`src/rtl/quad_step_decoder.sv`:
```
// ---------------------------------------------------------------------------
// quad_step_decoder
//
// Turns a 2-phase quadrature (Gray-code) input pair into step/direction
// commands for the downstream up/down counter datapath. It keeps a wrapping
// position count and raises a sticky flag on illegal phase jumps.
//
// Parameters
//   WIDTH        width of the position count
//   SYNC_STAGES  flops in each input synchronizer chain (must be >= 2)
//
// Ports
//   clk    in   rising-edge clock
//   reset  in   asynchronous, active-low reset
//   a_in   in   phase A, asynchronous to clk
//   b_in   in   phase B, asynchronous to clk
//   clear  in   synchronous clear of count and err
//   up     out  direction of the last valid step (1 = increment)
//   step   out  one-cycle registered pulse per valid phase transition
//   count  out  position, modulo 2^WIDTH
//   err    out  sticky illegal-transition flag
//
// There is no valid/ready handshake on this block: step is a
// fire-and-forget strobe. The consumer samples up/count on every cycle in
// which step is high; there is no back-pressure and step is never held.
//
// Phase order (AB), forward direction: 00 -> 01 -> 11 -> 10 -> 00.
// ---------------------------------------------------------------------------
module quad_step_decoder #(
  parameter int WIDTH       = 4,
  parameter int SYNC_STAGES = 2
) (
  input  logic             clk,
  input  logic             reset,
  input  logic             a_in,
  input  logic             b_in,
  input  logic             clear,
  output logic             up,
  output logic             step,
  output logic [WIDTH-1:0] count,
  output logic             err
);

  localparam int FILL_W = $clog2(SYNC_STAGES + 1);

  // Start-up control. ST_FILL covers the cycles in which cur_ab still
  // carries the reset value of the synchronizers, plus the cycle in which
  // the first real sample arrives. That first sample only seeds prev_ab,
  // so inputs resting at any phase (e.g. 11) during reset never count as
  // a step or an illegal jump.
  typedef enum logic {
    ST_FILL = 1'b0,
    ST_RUN  = 1'b1
  } state_t;

  // Classification of the prev_ab -> cur_ab move.
  typedef enum logic [1:0] {
    TR_NONE = 2'd0,
    TR_FWD  = 2'd1,
    TR_REV  = 2'd2,
    TR_BAD  = 2'd3
  } trans_t;

  // Synchronizer chains; index 0 is the flop nearest the pin.
  logic [SYNC_STAGES-1:0] a_sync;
  logic [SYNC_STAGES-1:0] b_sync;
  logic [1:0]             cur_ab;
  logic [1:0]             prev_ab;

  state_t                 state;
  state_t                 state_nx;
  logic [FILL_W-1:0]      fill_cnt;
  logic [FILL_W-1:0]      fill_nx;

  trans_t                 tr;

  logic [WIDTH-1:0]       count_nx;
  logic                   up_nx;
  logic                   step_nx;
  logic                   err_nx;

  assign cur_ab = {a_sync[SYNC_STAGES-1], b_sync[SYNC_STAGES-1]};

  // -------------------------------------------------------------------------
  // Input synchronizers and previous-phase register. prev_ab follows cur_ab
  // every cycle, whatever the control state or clear is doing, so a
  // transition is always judged against the phase seen one cycle earlier.
  // -------------------------------------------------------------------------
  always_ff @(posedge clk or negedge reset) begin
    if (!reset) begin
      a_sync  <= '0;
      b_sync  <= '0;
      prev_ab <= 2'b00;
    end else begin
      a_sync  <= {a_sync[SYNC_STAGES-2:0], a_in};
      b_sync  <= {b_sync[SYNC_STAGES-2:0], b_in};
      prev_ab <= cur_ab;
    end
  end

  // -------------------------------------------------------------------------
  // Transition decode. Exactly one bit changing is a legal quarter-step;
  // both bits changing means a phase was missed and the direction is
  // unknowable.
  // -------------------------------------------------------------------------
  always_comb begin
    tr = TR_BAD;
    case ({prev_ab, cur_ab})
      4'b0000, 4'b0101, 4'b1111, 4'b1010: tr = TR_NONE;
      4'b0001, 4'b0111, 4'b1110, 4'b1000: tr = TR_FWD;
      4'b0010, 4'b1011, 4'b1101, 4'b0100: tr = TR_REV;
      default:                            tr = TR_BAD;
    endcase
  end

  // -------------------------------------------------------------------------
  // State register
  // -------------------------------------------------------------------------
  always_ff @(posedge clk or negedge reset) begin
    if (!reset) begin
      state    <= ST_FILL;
      fill_cnt <= '0;
      count    <= '0;
      up       <= 1'b0;
      step     <= 1'b0;
      err      <= 1'b0;
    end else begin
      state    <= state_nx;
      fill_cnt <= fill_nx;
      count    <= count_nx;
      up       <= up_nx;
      step     <= step_nx;
      err      <= err_nx;
    end
  end

  // -------------------------------------------------------------------------
  // Next-state / output logic
  // -------------------------------------------------------------------------
  always_comb begin
    state_nx = state;
    fill_nx  = fill_cnt;
    count_nx = count;
    up_nx    = up;
    step_nx  = 1'b0;
    err_nx   = err;

    case (state)
      ST_FILL: begin
        // fill_cnt reaches SYNC_STAGES on the cycle the first real sample
        // sits in cur_ab; that cycle is still suppressed.
        if (fill_cnt == FILL_W'(SYNC_STAGES)) begin
          state_nx = ST_RUN;
        end else begin
          fill_nx = fill_cnt + FILL_W'(1);
        end
      end

      ST_RUN: begin
        case (tr)
          TR_FWD: begin
            step_nx  = 1'b1;
            up_nx    = 1'b1;
            count_nx = count + WIDTH'(1);
          end
          TR_REV: begin
            step_nx  = 1'b1;
            up_nx    = 1'b0;
            count_nx = count - WIDTH'(1);
          end
          TR_BAD: begin
            err_nx = 1'b1;
          end
          default: begin
            // no movement: everything holds
          end
        endcase
      end

      default: begin
        state_nx = ST_FILL;
        fill_nx  = '0;
      end
    endcase

    // clear swallows whatever transition coincides with it: the move is
    // neither counted nor flagged, and the direction keeps its old value.
    if (clear) begin
      count_nx = '0;
      err_nx   = 1'b0;
      step_nx  = 1'b0;
      up_nx    = up;
    end
  end

endmodule
```
`config.mk`:
```
export PLATFORM = sky130hd
export DESIGN_NAME = quad_step_decoder
export DESIGN_NICKNAME = d
export VERILOG_FILES = /design/src/rtl/quad_step_decoder.sv
export SDC_FILE = /design/constraint.sdc
export NUM_CORES = 1
export LEC_CHECK = 0
export ABC_AREA = 1
export CAP_MARGIN = 10
export CORE_UTILIZATION = 44
export DETAILED_ROUTE_END_ITERATION = 8
export PLACE_DENSITY = 0.77
export SYNTH_ARGS = -nofsm -noshare
export SYNTH_HDL_FRONTEND = slang
export SYNTH_SLANG_ARGS = --single-unit
```
`constraint.sdc`:
```
create_clock -name clk -period 3.2 [get_ports clk]
set_clock_uncertainty 0.05 [all_clocks]
set_input_delay 0.32 -clock clk [delete_from_list [all_inputs] [get_ports clk]]
set_output_delay 0.32 -clock clk [all_outputs]
set_load 0.005 [all_outputs]
```
==> flow_summary.toml <==
[outcome]
status = "completed"

[synth]
synthSimpleGateAreaFrac = 0.180
synth_flop_cell = "dfrtp_1"
syn_avg_cell_area_um2 = 9.61
syn_nets = 96
synth_area_leaders = "dfrtp_1, ha_1, nand2_1"
muxShareOfSynthArea = 0
async_flop_share = 1.00
syn_inst = 84
yosys.area.top_type = "dfrtp_1"
synth_xor_area_frac = 0.0326
synth-compound-area-share = 0.109
synth_top_area_share = 0.496
yosysSeqAreaShare = 0.496
synth_area_um2 = 807
ys_types = 22
synth-adder-area-share = 0.109
synth_edf_count = 0
synth_top_family_by_area = "simple AND/OR/NAND/NOR gates"
yosys_warnings = 0
ys_seq_elements = 16
netlist_top_cells_count = "dfrtp_1, nand2_1, inv_1"

[timing]
slew_headroom = 0.539
fmax_mhz = 457
slew_viol_final = 0
setup_violations = 0
worstMarginPinSlew_ps = 690
hold_viol = 0
period_minus_slack_ps = 2190
fin_setup_tns_ps = 0
fin_crit_sh = 0.683
rsz0062_at_grt = "no"

[worst_setup_path]
reg2reg_to = "count[2]"
cp_max_fo = 7
path_cells = "a21oi_1, o21ai_0, and2_4, inv_2, ha_1, nand2_1, and2_1, ha_1, a21oi_1, xor2_1, o21ai_2"
r2r.worst_path.cells = 11
endpoint_kind = "register"
rr_startpoint = "prev_ab[0]"
slowest_stage = "dfrtp_1"
startpoint_type = "register"
rrSetupSlack_ps = 1010
critical_path_class = "register to register"
cp.arrival_ps = 2320
max_stage_delay_ps = 450
required_ps = 3330

[clock_tree]
cts_buffers = 3
clock_latency_ps = 280
ctsResizeCount = 0
clockBufferDepth = 2
cts-hold-fix-buffers = 0
cts_tree = "built"
clkTransAtPathRegs_ps = 90
post-cts-setup-buffer-count = 0
cts_htree_levels = 1
numClockSinks = 16
cts-root-buf = "clkbuf_4"

[cells_and_area]
fill_cells = 147
postLayoutCoreUtil = 0.562
area_delta_synth_final_pct = 20.3
antennaDiodeCount = 0
final_nets = 112
layout-drive-gt1-share = 0.173
seq_area_um2 = 400
multi_input_area_um2 = 347

[grt]
grtUsageTotal = 0.157
grt_start_max_net_pins = 17
grt_pass1_wl_um = 2160
grt_pass1_vias = 538
antenna_found_initial = 0
grt_overflow = 0

[routing]
detail-route-antenna-nets = 0
wl_um = 1290
drt_iter0_drc = 6
dr_total_vias = 597
dr.pass1.iters = 4
drcViolationCount = 0
wl_per_cell_um = 10.5
via_per_inst = 4.85

[power]
p_leak_nw = 0.478
ir_worst_vdd_mv = 0.272
cellPowerDensity_mw_per_mm2 = 464
total_power_mw = 0.451

[die]
start_util = 0.467
row_count = 15
fp.dieArea_mm2 = 0.00201
die_y_um = 44.8
io_pins = 12
die_w_um = 44.8
core_area_mm2 = 0.00173

[worst_hold_path]
hold_path_depth = 0
min_path_type = "register to register"
whs_endpoint = "a_sync[1]"
hold_start = "a_sync[0]"

[placed_design]
place.gp.congestion = 0.719
port-buffer-count = 11
hpwl_um = 1010

[flow_run]
maxCapViolCount = 0
## flip-flops by register name, summed over array words and instances, names as in the netlist
| signal | count |
|---|---|
| count | 4 |
| a_sync | 2 |
| b_sync | 2 |
| fill_cnt | 2 |
| prev_ab | 2 |
| err | 1 |
| state | 1 |
| step | 1 |
| up | 1 |
## area by class of cell
cell class | count | area share
Inverter | 16 | 0.0619
Multi-Input combinational cell | 52 | 0.357
Timing Repair Buffer | 11 | 0.113
Clock buffer | 3 | 0.0232
Tap cell | 25 | 0.0322
Sequential cell | 16 | 0.412
## worst max-delay path by stage
stage / from / endpoint / slack (ps) / cells past startpoint
after global routing: prev_ab[0] / count[2] / 840 / 11
after global placement: prev_ab[0] / count[2] / 1080 / 11
final: prev_ab[0] / count[2] / 1010 / 11
after detailed placement: prev_ab[0] / count[2] / 1000 / 11
after CTS: prev_ab[0] / count[2] / 1010 / 11
after floorplan: prev_ab[0] / count[2] / 1190 / 11
## cells in the final DEF, fill, tap and decap left out, types with 2 or more instances in the layout
master	instances
a21oi_1	3
nand2_2	2
nor2_1	4
clkbuf_4	3
o21ai_0	2
o21ai_2	3
ha_1	7
clkdlybuf4s50_1	11
nand2_1	16
inv_1	12
nand3_1	3
dfrtp_1	16
inv_2	4
xor2_1	2
## worst max-delay path, delay by kind of cell (launching register included)
kind	cells	cell delay, ps
AOI/OAI and AO/OA	4	460
DFF	1	450
and+or+nand+nor	3	440
adders and majority gates	2	440
xor gates and xnor gates	1	180
buffers and inverters	1	50
## metrics by stage
step | cell area [um2] | setup WS (ps) | hold WS, ps | cells
5_1_grt | 971 | 837 | 323 | 123
4_1_cts | 971 | 1010 | 312 | 123
2_1_floorplan | 807 | 1190 | -25.6 | 84
6_report | 971 | 1010 | 308 | 123
3_5_place_dp | 948 | 1000 | 292 | 120
3_3_place_gp | 948 | 1080 | 282 | 120
## report_power, final
group	internal (mW)	switching [mW]	leakage (nW)	total, mW
Sequential	0.219	0.0152	0.191	0.235
Combinational	0.0591	0.0547	0.273	0.114
Clock	0.0437	0.0587	0.0138	0.102
## per-layer routing
| layer | vias up | global-route usage | part of all wire |
|---|---|---|---|
| met5 | - | 0 | 0 |
| met3 | 4 | 0.0240 | 0.026 |
| li1 | 291 | - | - |
| met2 | 14 | 0.279 | 0.50 |
| met1 | 288 | 0.171 | 0.45 |
| met4 | 0 | 0.109 | 0.026 |
## cell families after synthesis
logic type,count (synthesis)
AO/OA/AOI/OAI,12
adder cells (fa/ha/maj),7
XOR/XNOR,3
buffers and inverters,16
AND/OR/NAND/NOR,30
flip-flops,16
Note: power is estimated with default switching activity, not from simulation.
==> edit (same flow settings) <==
Make the reset (`reset`) synchronous in 2 clocked blocks. Comments in the files are not updated.
--- a/src/rtl/quad_step_decoder.sv
+++ b/src/rtl/quad_step_decoder.sv
@@ -86,7 +86,7 @@
   // every cycle, whatever the control state or clear is doing, so a
   // transition is always judged against the phase seen one cycle earlier.
   // -------------------------------------------------------------------------
-  always_ff @(posedge clk or negedge reset) begin
+  always_ff @(posedge clk) begin
     if (!reset) begin
       a_sync  <= '0;
       b_sync  <= '0;
@@ -116,7 +116,7 @@
   // -------------------------------------------------------------------------
   // State register
   // -------------------------------------------------------------------------
-  always_ff @(posedge clk or negedge reset) begin
+  always_ff @(posedge clk) begin
     if (!reset) begin
       state    <= ST_FILL;
       fill_cnt <= '0;
Formal check against the unedited RTL: differs if reset is asserted again (counterexample within 10 cycles, from zero or initial values and one cycle with reset low); with reset held inactive, the same outputs for 10 cycles.
==> edit against the original RTL <==
Total power decreased by 1.8%. Final area decreased by 7.3%. Sequential cell count unchanged. Wire length decreased by 12%. Area after synthesis decreased by 8.2%. Fmax increased by 38%. Worst setup slack improved by 600 ps. Count of clock-buffer cells in the layout increased by 1. Critical endpoint is now count[0].
==> edit: results (changes against the original RTL) <==
| Metric | Value |
|---|---|
| Met1 Use GR | `0.1680 (-0.002564)` |
| HP Start | `b_sync[0]` |
| Hold Crit Class | `reg2reg` |
| Largest net degree at the start of global routing | `11 (-6)` |
| Compound-cell area share of the yosys netlist | `0.1368 (+0.02830)` |
| Synth Flop Type | `dfxtp_1` |
| Reg-to-Reg End | `count[2]` |
| Overall Global Routing Usage | `0.1394 (-0.01783)` |
| Fillers | `148 (+0.68%)` |
| Layout cell share with drive strength beyond 1 | `0.1028 (-0.07067)` |
| Synth area leaders | `dfxtp_1 43%, nand2_1 8.6%, ha_1 8.4%` |
| Postcts setup bufs | `0 (unchanged)` |
| Share of the synthesized area in the top cell type | `0.4324 (-0.06369)` |
| RD Place Congestion | `0.7387 (+2.7%)` |
| Initial antenna violation count | `0 (unchanged)` |
| Drt initial violations | `9 (+3)` |
| Vias in the first global route | `474 (-12%)` |
| Hold path depth | `2 (+2)` |
| NumNets Final | `118 (+5.4%)` |
| Peak VDD IR | `305.1 uV (+12%)` |
| CTS Buffer Depth | `2 (unchanged)` |
| # hold bufs at CTS | `0 (unchanged)` |
| RR Startpoint | `tr[0]` |
| CP Max Fanout | `5 (-2)` |
| M2 GR Usage | `0.2121 (-0.06729)` |
| Mux contribution to synthesized area | `0 (unchanged)` |
| Clock root cell | `clkbuf_4` |
| Clk pin slew, worst setup/hold paths | `90 ps (about the same)` |
| P_leak | `0.0004244 uW (-11%)` |
| Routed via count | `599 (+0.34%)` |
| XOR/XNOR share of the synthesized area | `0.02365 (-0.008909)` |
| Worst EP arrival | `1210 ps (-1110 ps)` |
| TritonCTS Buffers | `3 (unchanged)` |
| Worst R2R Path Depth | `10 (-1)` |
| Hpwl dp | `882.1 um (-13%)` |
| Total wire length | `1140 um (-12%)` |
| Slowest stage cell, crit path | `clkdlybuf4s50_1` |
| Register area share after synthesis | `0.4324 (-0.06369)` |
| Synthesized-area fraction occupied by adder cells | `0.08446 (-0.02407)` |
| CTS H-tree depth | `1 (unchanged)` |
| Max-slew headroom | `0.8003 (+0.2617)` |
| Max FFs per register | `4 (unchanged)` |
| Crit-path max cell delay | `520 ps (+70 ps)` |
| Status | `completed` |
| Port Buf Inserts | `11 (unchanged)` |
| CP delay by family, top | `buffers and inverters` |
| Synth warn | `0 (unchanged)` |
| Mapped Nets | `103 (+7.3%)` |
| Post-synth top cells | `17 x nand2_1, 16 x dfxtp_1, 14 x inv_1` |
| Reg2Reg Setup Slack | `1630 ps (+620 ps)` |
| Post-cts sizing count | `0 (unchanged)` |
| Worst Hold Path EP | `b_sync[1]` |
| First-pass GRT wire length | `1911 um (-11%)` |
| Post-synth ARST share | `0 (-1.000)` |
| Met3 usage | `0.02979 (+0.005787)` |
| Synth cell types | `22 (unchanged)` |
edit: stage by stage:
stage          setup slack, ps  cell area [um^2]  std cells  hold slack, ps  utilization
2_1_floorplan             1741             740.7         93           346.8            -
3_3_place_gp              1665             863.3        119           401.8       0.5601
3_5_place_dp              1610             863.3        119           394.1       0.5601
4_1_cts                   1597             899.6        123           409.1       0.5836
5_1_grt                   1467             899.6        123           418.2       0.5836
6_report                  1618             899.6        123           404.8       0.5836
edit: worst max path at each step:
stage | cells past startpoint | slack, ps | startpoint | end
6_report | 1 | 1620 | count[0] | count[0]
3_5_place_dp | 4 | 1610 | reset | tr[1]
5_1_grt | 10 | 1470 | tr[0] | count[2]
3_3_place_gp | 9 | 1660 | tr[0] | count[2]
4_1_cts | 1 | 1600 | count[1] | count[1]
2_1_floorplan | 9 | 1740 | tr[0] | count[2]
edit: cell families (layout without fill, tap and decap cells):
group	after synthesis	after routing
and+or+nand+nor	35	35
xor gates and xnor gates	2	2
AOI/OAI and AO/OA	18	18
adders and majority gates	5	5
buffers and inverters	17	31
DFF	16	16
edit: where the power goes:
part,internal [uW],total [uW],switching [uW]
Sequential,220,232,13.0
Clock,69.1,129,60.3
Combinational,34.8,80.5,45.7
Total,323,442,119
edit: layout make-up:
cell class                      count  area share
Clock buffer                        4     0.04033
Inverter                           16     0.06676
Multi-Input combinational cell     60      0.3922
Sequential cell                    16      0.3560
Tap cell                           16     0.02225
Timing Repair Buffer               11      0.1224
edit: metal layers:
layer | wire (um) | share of wire
met1 | 537 | 0.47
met2 | 539 | 0.47
met3 | 36 | 0.032
met4 | 26 | 0.023
met5 | 0 | 0
edit: worst register-to-register path, delay by kind of cell, from the launching register on:
family	cells	cell delay, ps
adders and majority gates	2	400
and+or+nand+nor	2	130
AOI/OAI and AO/OA	2	270
xor gates and xnor gates	1	100
buffers and inverters	3	210
DFF	1	320
